File: src/rtl/axi_spi_pkg.sv
// Shared definitions for the AXI4-Lite to SPI master bridge:
// register offsets, CTRL/STATUS bit positions, AXI response codes,
// the SCLK divider table and a bit-reverse helper.
package axi_spi_pkg;

  localparam logic [3:0] OFS_CTRL   = 4'h0;
  localparam logic [3:0] OFS_STATUS = 4'h4;
  localparam logic [3:0] OFS_DATA   = 4'h8;

  localparam int CTRL_SPIE = 7;
  localparam int CTRL_SPE  = 6;
  localparam int CTRL_DORD = 5;
  localparam int CTRL_MSTR = 4;
  localparam int CTRL_CPOL = 3;
  localparam int CTRL_CPHA = 2;
  localparam int CTRL_SPR  = 0;

  localparam int STAT_SPIF = 7;
  localparam int STAT_WCOL = 6;
  localparam int STAT_BUSY = 0;

  typedef enum logic [1:0] {
    RESP_OKAY   = 2'b00,
    RESP_SLVERR = 2'b10
  } axi_resp_e;

  typedef enum logic [1:0] {
    REG_CTRL   = 2'd0,
    REG_STATUS = 2'd1,
    REG_DATA   = 2'd2,
    REG_NONE   = 2'd3
  } reg_sel_e;

  localparam int HALF_W = 4;

  // Half-period reload value (half period minus one) for each SPR setting:
  // half periods of 2/4/8/16 clocks give SCLK periods of 4/8/16/32 clocks.
  function automatic logic [HALF_W-1:0] spr_half_m1(input logic [1:0] spr);
    logic [HALF_W-1:0] val;
    case (spr)
      2'd0:    val = 4'd1;
      2'd1:    val = 4'd3;
      2'd2:    val = 4'd7;
      default: val = 4'd15;
    endcase
    return val;
  endfunction

  function automatic logic [7:0] bit_rev8(input logic [7:0] b);
    logic [7:0] r;
    for (int i = 0; i < 8; i++) r[i] = b[7-i];
    return r;
  endfunction

endpackage

File: src/rtl/spi_master_shifter.sv
// SPI master shift engine: half-period down-counter, SCLK generation,
// 8-bit TX/RX shift registers and a single-cycle done pulse.
// Settings are latched on start and frozen for the whole byte.
//
// state   | meaning
// --------+------------------------------------------------------------
// S_IDLE  | no transfer; sclk follows CPOL, mosi held at 0
// S_SHIFT | byte in flight; each terminal count emits one SCLK edge,
//         | with one extra half period at the end when CPHA=1
module spi_master_shifter
  import axi_spi_pkg::*;
(
  input  logic       clk,
  input  logic       rst_n,
  input  logic       start,
  input  logic [7:0] tx_byte,
  input  logic       cpol,
  input  logic       cpha,
  input  logic       dord,
  input  logic [1:0] spr,
  input  logic       miso,
  output logic       sclk,
  output logic       mosi,
  output logic       busy,
  output logic       done,
  output logic [7:0] rx_byte
);

  typedef enum logic {S_IDLE, S_SHIFT} state_e;

  state_e            state, state_nxt;
  logic [HALF_W-1:0] div_cnt, half_m1;
  logic [4:0]        tick_cnt;
  logic              cpha_q, dord_q;
  logic [7:0]        tx_sr, rx_sr;
  logic [7:0]        tx_load;
  logic              tick, last_tick, sample_edge, shift_edge;

  // Shifting always runs MSB first; LSB-first is handled by reversing in and out.
  assign tx_load     = dord ? bit_rev8(tx_byte) : tx_byte;
  assign tick        = (div_cnt == '0);
  assign last_tick   = cpha_q ? (tick_cnt == 5'd16) : (tick_cnt == 5'd15);
  assign sample_edge = !tick_cnt[4] && (tick_cnt[0] == cpha_q);
  assign shift_edge  = !tick_cnt[4] && (tick_cnt[0] != cpha_q) && !last_tick;

  // State register
  always_ff @(posedge clk or negedge rst_n) begin
    if (!rst_n) state <= S_IDLE;
    else        state <= state_nxt;
  end

  // Next-state decode
  always_comb begin
    state_nxt = state;
    case (state)
      S_IDLE:  if (start) state_nxt = S_SHIFT;
      S_SHIFT: if (tick && last_tick) state_nxt = S_IDLE;
      default: state_nxt = S_IDLE;
    endcase
  end

  // Output decode
  always_comb begin
    busy    = (state == S_SHIFT);
    done    = (state == S_SHIFT) && tick && last_tick;
    rx_byte = dord_q ? bit_rev8(rx_sr) : rx_sr;
  end

  // Divider, SCLK toggling and shift datapath
  always_ff @(posedge clk or negedge rst_n) begin
    if (!rst_n) begin
      div_cnt  <= '0;
      half_m1  <= '0;
      tick_cnt <= '0;
      cpha_q   <= 1'b0;
      dord_q   <= 1'b0;
      tx_sr    <= '0;
      rx_sr    <= '0;
      sclk     <= 1'b0;
      mosi     <= 1'b0;
    end else if (state == S_IDLE) begin
      sclk <= cpol;
      mosi <= 1'b0;
      if (start) begin
        half_m1  <= spr_half_m1(spr);
        div_cnt  <= spr_half_m1(spr);
        tick_cnt <= '0;
        cpha_q   <= cpha;
        dord_q   <= dord;
        rx_sr    <= '0;
        if (cpha) begin
          tx_sr <= tx_load;
        end else begin
          mosi  <= tx_load[7];
          tx_sr <= {tx_load[6:0], 1'b0};
        end
      end
    end else if (tick) begin
      div_cnt  <= half_m1;
      tick_cnt <= tick_cnt + 5'd1;
      if (!tick_cnt[4]) sclk <= ~sclk;
      if (sample_edge) rx_sr <= {rx_sr[6:0], miso};
      if (shift_edge) begin
        mosi  <= tx_sr[7];
        tx_sr <= {tx_sr[6:0], 1'b0};
      end
      if (last_tick) mosi <= 1'b0;
    end else begin
      div_cnt <= div_cnt - 4'd1;
    end
  end

endmodule

File: src/rtl/axi_lite_spi_bridge.sv
// AXI4-Lite slave with CTRL/STATUS/DATA registers driving an 8-bit SPI master.
// Optional feature macro: AXI2SPI_IRQ_EN (stores SPIE and drives IRQ = SPIE & SPIF;
// when undefined IRQ is 0 and CTRL[7] reads 0).
module axi_lite_spi_bridge
  import axi_spi_pkg::*;
#(
  parameter int ADDR_W = 32,
  parameter int DATA_W = 32
)
(
  input  logic                FCLK_CLK0,
  input  logic                RST_N,
  input  logic [ADDR_W-1:0]   AXI_awaddr,
  input  logic [2:0]          AXI_awprot,
  input  logic                AXI_awvalid,
  output logic                AXI_awready,
  input  logic [DATA_W-1:0]   AXI_wdata,
  input  logic [DATA_W/8-1:0] AXI_wstrb,
  input  logic                AXI_wvalid,
  output logic                AXI_wready,
  output logic [1:0]          AXI_bresp,
  output logic                AXI_bvalid,
  input  logic                AXI_bready,
  input  logic [ADDR_W-1:0]   AXI_araddr,
  input  logic [2:0]          AXI_arprot,
  input  logic                AXI_arvalid,
  output logic                AXI_arready,
  output logic [DATA_W-1:0]   AXI_rdata,
  output logic [1:0]          AXI_rresp,
  output logic                AXI_rvalid,
  input  logic                AXI_rready,
  output logic                IRQ,
  input  logic                i_miso,
  output logic                o_mosi,
  output logic                o_sclk
);

`ifdef AXI2SPI_IRQ_EN
  localparam logic [7:0] CTRL_MASK = 8'hFF;
`else
  localparam logic [7:0] CTRL_MASK = 8'hFF ^ (8'h01 << CTRL_SPIE);
`endif

  // Only addr[3:2] selects a register; any set bit above that is unmapped.
  function automatic reg_sel_e decode_addr(input logic [ADDR_W-3:0] a);
    logic [3:0] ofs;
    reg_sel_e   sel;
    ofs = {a[1:0], 2'b00};
    if (a[ADDR_W-3:2] != '0)   sel = REG_NONE;
    else if (ofs == OFS_CTRL)   sel = REG_CTRL;
    else if (ofs == OFS_STATUS) sel = REG_STATUS;
    else if (ofs == OFS_DATA)   sel = REG_DATA;
    else                        sel = REG_NONE;
    return sel;
  endfunction

  logic       aw_got, w_got, aw_got_d, w_got_d, bvalid_d, rvalid_d;
  reg_sel_e   aw_sel_q, ar_sel;
  logic [7:0] w_byte_q;
  logic       aw_hs, w_hs, ar_hs, b_hs, r_hs, wr_fire;
  logic       data_wr, data_rd, launch, collide;
  logic [7:0] ctrl_q, rx_data_q, status_byte, rd_byte;
  logic       spif, wcol;
  logic       xfer_busy, xfer_done;
  logic [7:0] xfer_rx;
  logic       unused_ok;

  assign unused_ok = ^{AXI_awprot, AXI_arprot, AXI_wstrb, AXI_wdata[DATA_W-1:8],
                       AXI_awaddr[1:0], AXI_araddr[1:0]};

  assign aw_hs   = AXI_awvalid & AXI_awready;
  assign w_hs    = AXI_wvalid & AXI_wready;
  assign ar_hs   = AXI_arvalid & AXI_arready;
  assign b_hs    = AXI_bvalid & AXI_bready;
  assign r_hs    = AXI_rvalid & AXI_rready;
  assign wr_fire = aw_got & w_got;
  assign ar_sel  = decode_addr(AXI_araddr[ADDR_W-1:2]);

  assign data_wr = wr_fire && (aw_sel_q == REG_DATA);
  assign data_rd = ar_hs && (ar_sel == REG_DATA);
  assign launch  = data_wr && ctrl_q[CTRL_SPE] && ctrl_q[CTRL_MSTR] && !xfer_busy;
  assign collide = data_wr && xfer_busy;

`ifdef AXI2SPI_IRQ_EN
  assign IRQ = ctrl_q[CTRL_SPIE] & spif;
`else
  assign IRQ = 1'b0;
`endif

  // Next-state of the write-channel bookkeeping
  always_comb begin
    aw_got_d = aw_got;
    w_got_d  = w_got;
    bvalid_d = AXI_bvalid;
    if (aw_hs) aw_got_d = 1'b1;
    if (w_hs)  w_got_d  = 1'b1;
    if (wr_fire) begin
      aw_got_d = 1'b0;
      w_got_d  = 1'b0;
      bvalid_d = 1'b1;
    end else if (b_hs) begin
      bvalid_d = 1'b0;
    end
  end

  // Write channel: capture AW/W independently, respond once both are in
  always_ff @(posedge FCLK_CLK0 or negedge RST_N) begin
    if (!RST_N) begin
      AXI_awready <= 1'b0;
      AXI_wready  <= 1'b0;
      AXI_bvalid  <= 1'b0;
      AXI_bresp   <= RESP_OKAY;
      aw_got      <= 1'b0;
      w_got       <= 1'b0;
      aw_sel_q    <= REG_NONE;
      w_byte_q    <= '0;
    end else begin
      AXI_awready <= !aw_got_d && !bvalid_d;
      AXI_wready  <= !w_got_d && !bvalid_d;
      AXI_bvalid  <= bvalid_d;
      aw_got      <= aw_got_d;
      w_got       <= w_got_d;
      if (aw_hs) aw_sel_q <= decode_addr(AXI_awaddr[ADDR_W-1:2]);
      if (w_hs)  w_byte_q <= AXI_wdata[7:0];
      if (wr_fire) AXI_bresp <= (aw_sel_q == REG_NONE) ? RESP_SLVERR : RESP_OKAY;
    end
  end

  // Read data mux
  always_comb begin
    status_byte            = '0;
    status_byte[STAT_SPIF] = spif;
    status_byte[STAT_WCOL] = wcol;
    status_byte[STAT_BUSY] = xfer_busy;
    case (ar_sel)
      REG_CTRL:   rd_byte = ctrl_q;
      REG_STATUS: rd_byte = status_byte;
      REG_DATA:   rd_byte = rx_data_q;
      default:    rd_byte = '0;
    endcase
  end

  assign rvalid_d = ar_hs ? 1'b1 : (r_hs ? 1'b0 : AXI_rvalid);

  // Read channel: one outstanding read, data registered at the AR handshake
  always_ff @(posedge FCLK_CLK0 or negedge RST_N) begin
    if (!RST_N) begin
      AXI_arready <= 1'b0;
      AXI_rvalid  <= 1'b0;
      AXI_rdata   <= '0;
      AXI_rresp   <= RESP_OKAY;
    end else begin
      AXI_arready <= !rvalid_d;
      AXI_rvalid  <= rvalid_d;
      if (ar_hs) begin
        AXI_rdata <= {{(DATA_W-8){1'b0}}, rd_byte};
        AXI_rresp <= (ar_sel == REG_NONE) ? RESP_SLVERR : RESP_OKAY;
      end
    end
  end

  // Register file; a completing transfer wins over a same-cycle flag clear
  always_ff @(posedge FCLK_CLK0 or negedge RST_N) begin
    if (!RST_N) begin
      ctrl_q    <= '0;
      rx_data_q <= '0;
      spif      <= 1'b0;
      wcol      <= 1'b0;
    end else begin
      if (wr_fire && (aw_sel_q == REG_CTRL)) ctrl_q <= w_byte_q & CTRL_MASK;
      if (data_wr || data_rd) begin
        spif <= 1'b0;
        wcol <= 1'b0;
      end
      if (collide) wcol <= 1'b1;
      if (xfer_done) begin
        spif      <= 1'b1;
        rx_data_q <= xfer_rx;
      end
    end
  end

  spi_master_shifter u_shifter (
    .clk     (FCLK_CLK0),
    .rst_n   (RST_N),
    .start   (launch),
    .tx_byte (w_byte_q),
    .cpol    (ctrl_q[CTRL_CPOL]),
    .cpha    (ctrl_q[CTRL_CPHA]),
    .dord    (ctrl_q[CTRL_DORD]),
    .spr     (ctrl_q[CTRL_SPR +: 2]),
    .miso    (i_miso),
    .sclk    (o_sclk),
    .mosi    (o_mosi),
    .busy    (xfer_busy),
    .done    (xfer_done),
    .rx_byte (xfer_rx)
  );

endmodule

File: config.mk
export PLATFORM = sky130hd
export DESIGN_NAME = axi_lite_spi_bridge
export DESIGN_NICKNAME = d
export VERILOG_FILES = /design/src/rtl/axi_spi_pkg.sv /design/src/rtl/spi_master_shifter.sv /design/src/rtl/axi_lite_spi_bridge.sv
export SDC_FILE = /design/constraint.sdc
export NUM_CORES = 1
export LEC_CHECK = 0
export ABC_AREA = 1
export CAP_MARGIN = 20
export CORE_MARGIN = 2
export CORE_UTILIZATION = 65
export CTS_CLUSTER_DIAMETER = 100
export DETAILED_ROUTE_END_ITERATION = 10
export DONT_BUFFER_PORTS = 1
export GPL_TIMING_DRIVEN = 0
export PLACE_DENSITY = 0.81
export SLEW_MARGIN = 10
export SYNTH_ARGS = -nofsm -noshare
export SYNTH_HDL_FRONTEND = slang
export SYNTH_HIERARCHICAL = 1
export SYNTH_SLANG_ARGS = --single-unit
File: constraint.sdc
create_clock -name FCLK_CLK0 -period 3.49 [get_ports FCLK_CLK0]
set_input_delay 0.1745 -clock FCLK_CLK0 [delete_from_list [all_inputs] [get_ports FCLK_CLK0]]
set_output_delay 0.1745 -clock FCLK_CLK0 [all_outputs]
set_load 0.02 [all_outputs]
==> impl_metrics.json <==
{
  "grt_pass1_vias": 3326,
  "synthArstFlopShare_pct": 100,
  "placed_cell_area_sq_mm": 0.00439,
  "drtIter0Drc": 270,
  "synthFlopType": "dfrtp_1",
  "drt-total-wl_um": 9220,
  "cp_slowest_stage_delay_ns": 0.35,
  "start_util_pct": 66.5,
  "clock_latency_ns": 0.34,
  "yosys.cell_types.count": 37,
  "r2r-end": "u_shifter/rx_sr[6]",
  "cts_setup_buffers": 0,
  "synth_edf_count": 0,
  "grt_pass1_wl_um": 15100,
  "fill_cells": 476,
  "period_needed_ns": 2.09,
  "criticalPathCategory": "flop to flop",
  "place.gp.congestion": 0.904,
  "drc_errors": 0,
  "chipWidth_um": 84.4,
  "ctsHoldBuffers": 13,
  "antenna_found_initial": 0,
  "ys_seq_area_share_pct": 46.5,
  "rows": 29,
  "grt_overflow": 0,
  "cts-resized-gates": 0,
  "reg2reg_from": "aw_got",
  "drv_cap": 0,
  "nNetsFinal": 696,
  "postSynthCellCount": 530,
  "fmax_ghz": 0.479,
  "dr.pass1.iters": 5,
  "syn_area_per_cell_sq_um": 7.93,
  "cp_num_buf_inv": 3,
  "num_io_pins": 158,
  "whs_endpoint": "aw_sel_q[0]",
  "clockRootBuffer": "clkbuf_8",
  "rrSetupSlack_ns": 1.40,
  "clock_sinks": 78,
  "min_from": "AXI_awaddr[2]",
  "core-area_sq_mm": 0.00631,
  "finalPower_mw": 2.42,
  "clock_skew_ns": 0.00741,
  "clkSlewWorstSetupHoldPaths_ns": 0.08,
  "setup_violations": 0,
  "ys_warn_count": 6,
  "period_share_pct": 59.9,
  "ys_seq_elements": 78,
  "chipHeight_um": 84.4,
  "io_buffers": 0,
  "path_max_fanout": 10,
  "cts_buffers": 9,
  "stdcell_area_sq_mm": 0.00474,
  "drv_slew": 0,
  "hp-class": "primary input to flop",
  "hold-path-cell-count": 2,
  "ir_drop_uv": 378,
  "p_per_area_mw_per_mm2": 511,
  "rsz0062_at_grt": "no",
  "cts_buffer_depth": 2,
  "post-dp-hpwl_um": 6660,
  "tns_ns": 0,
  "path_cells": "nand2_1 -> inv_1 -> nand2_1 -> nor2_1 -> nand3_1 -> nor2_1 -> nand2_4 -> nand2_4 -> nand2_4 -> inv_6 -> buf_12 -> nand3_2 -> o21ai_2",
  "hold_viol": 0,
  "htreeDepth": 3,
  "synth.cell_area_sq_mm": 0.00420,
  "crit_top_cell": "nand2_4",
  "power_leakage_nw": 2.42,
  "postRouteAntennaNets": 0,
  "die_area_sq_mm": 0.00712,
  "reg2reg_depth": 13,
  "area_delta_synth_final_pct": 12.9,
  "status": "completed",
  "worst-endpoint-required_ns": 3.76,
  "via_per_inst": 5.35,
  "slowest_stage": "dfrtp_1",
  "end_kind": "flop",
  "holdWs_ns": 0.0126,
  "cp-start-kind": "flop",
  "drive_above_1_share_pct": 15.4,
  "drt-wirelength-per-cell_um": 13.9,
  "cts_tree": "built",
  "crit_family": "simple AND/OR/NAND/NOR gates",
  "cp.arrival_ns": 2.36,
  "grt_max_degree": 79,
  "diodes": 0,
  "vias": 3542,
  "grt.total_usage_pct": 26.6
}
-- routing by layer --
layer  GRT usage [%]  vias to the layer above  routed length (um)
met5               0                        -                   0
met2            47.0                      157                4580
li1                -                     1757                   -
met4            7.79                        0                  80
met3            4.92                        8                 698
met1            33.8                     1620                3860
-- power breakdown --
| group | switching, mW | internal [mW] |
|---|---|---|
| clock network | 0.314 | 0.369 |
| registers | 0.149 | 1.05 |
| logic | 0.354 | 0.188 |
-- state kept, by name, summed over array words and instances (netlist names), 2 cells and up --
register            cells
aw_sel_q                2
u_shifter/tick_cnt      5
rx_data_q               8
w_byte_q                8
ctrl_q                  7
u_shifter/div_cnt       4
u_shifter/rx_sr         8
u_shifter/tx_sr         8
u_shifter/half_m1       4
AXI_rdata               8
-- stage by stage --
step	instances	setup slack, ns	utilization (%)
2_1_floorplan	556	1.79	-
3_3_place_gp	633	1.45	69.6
3_5_place_dp	633	1.42	69.6
4_1_cts	662	1.39	75.1
5_1_grt	662	1.21	75.1
6_report	662	1.40	75.1
-- cell usage after synthesis (all sizes together) (3+ instances only) --
cell type	instances	area share (%)
nand3	42	5.5
buf	34	6.3
o21ai	53	7.1
o22ai	3	0.45
a21oi	6	0.71
nand2	168	16
clkbuf	4	0.36
inv	53	4.9
nor2	50	5.3
nand4	10	1.6
o211ai	9	1.6
dfrtp	76	45
nor4	7	1.0
-- kinds of logic after synthesis --
group / count (synthesis) / synth area share [%]
and+or+nand+nor: 280 / 30.2
other: 1 / 0.0893
xor gates and xnor gates: 3 / 0.626
adders and majority gates: 2 / 0.596
DFF: 78 / 46.5
AOI/OAI and AO/OA: 73 / 10.2
buffers and inverters: 93 / 11.7
-- layout by cell type, fill, tap and decap left out, types with 3 or more instances in the layout --
cell type,count
conb_1,27
nand3_2,4
inv_2,7
a21oi_1,6
nor2_1,46
inv_1,44
nand2_1,157
o211ai_1,9
o21ai_2,9
clkbuf_8,11
nand3_1,38
nor4_1,7
dfrtp_1,76
dlygate4sd3_1,12
buf_4,29
clkbuf_1,6
o21ai_0,44
buf_2,3
o22ai_1,3
nand2_2,5
nand2_4,6
nand4_1,9
-- worst max path at each step --
stage,start,end,slack [ns],cells after the start
2_1_floorplan,u_shifter/div_cnt[0],rx_data_q[0],1.79,10
3_3_place_gp,w_got,u_shifter/rx_sr[5],1.45,13
3_5_place_dp,aw_got,u_shifter/rx_sr[6],1.42,13
4_1_cts,aw_got,u_shifter/rx_sr[6],1.39,13
5_1_grt,w_got,u_shifter/rx_sr[6],1.21,13
6_report,aw_got,u_shifter/rx_sr[6],1.40,13
-- worst register-to-register path, cell delays in order (launching register included) --
cell     delay, ns
dfrtp_1       0.35
nand2_1       0.11
inv_1         0.13
nand2_1       0.06
nor2_1        0.24
nand3_1       0.11
nor2_1        0.30
nand2_4       0.15
nand2_4       0.14
nand2_4       0.08
inv_6         0.09
buf_12        0.14
nand3_2       0.07
o21ai_2       0.06
-- cell type report --
| class | count | area [sq um] | area share [%] |
|---|---|---|---|
| Sequential cell | 78 | 1950 | 41.2 |
| Multi-Input combinational cell | 385 | 1850 | 39.0 |
| Buffer | 38 | 279 | 5.88 |
| Inverter | 55 | 214 | 4.51 |
| Clock buffer | 13 | 159 | 3.35 |
| Timing Repair Buffer | 13 | 148 | 3.11 |
| Tap cell | 77 | 96.3 | 2.03 |
| Clock inverter | 3 | 42.5 | 0.897 |
No activity file was read; power rests on OpenSTA's default activity.
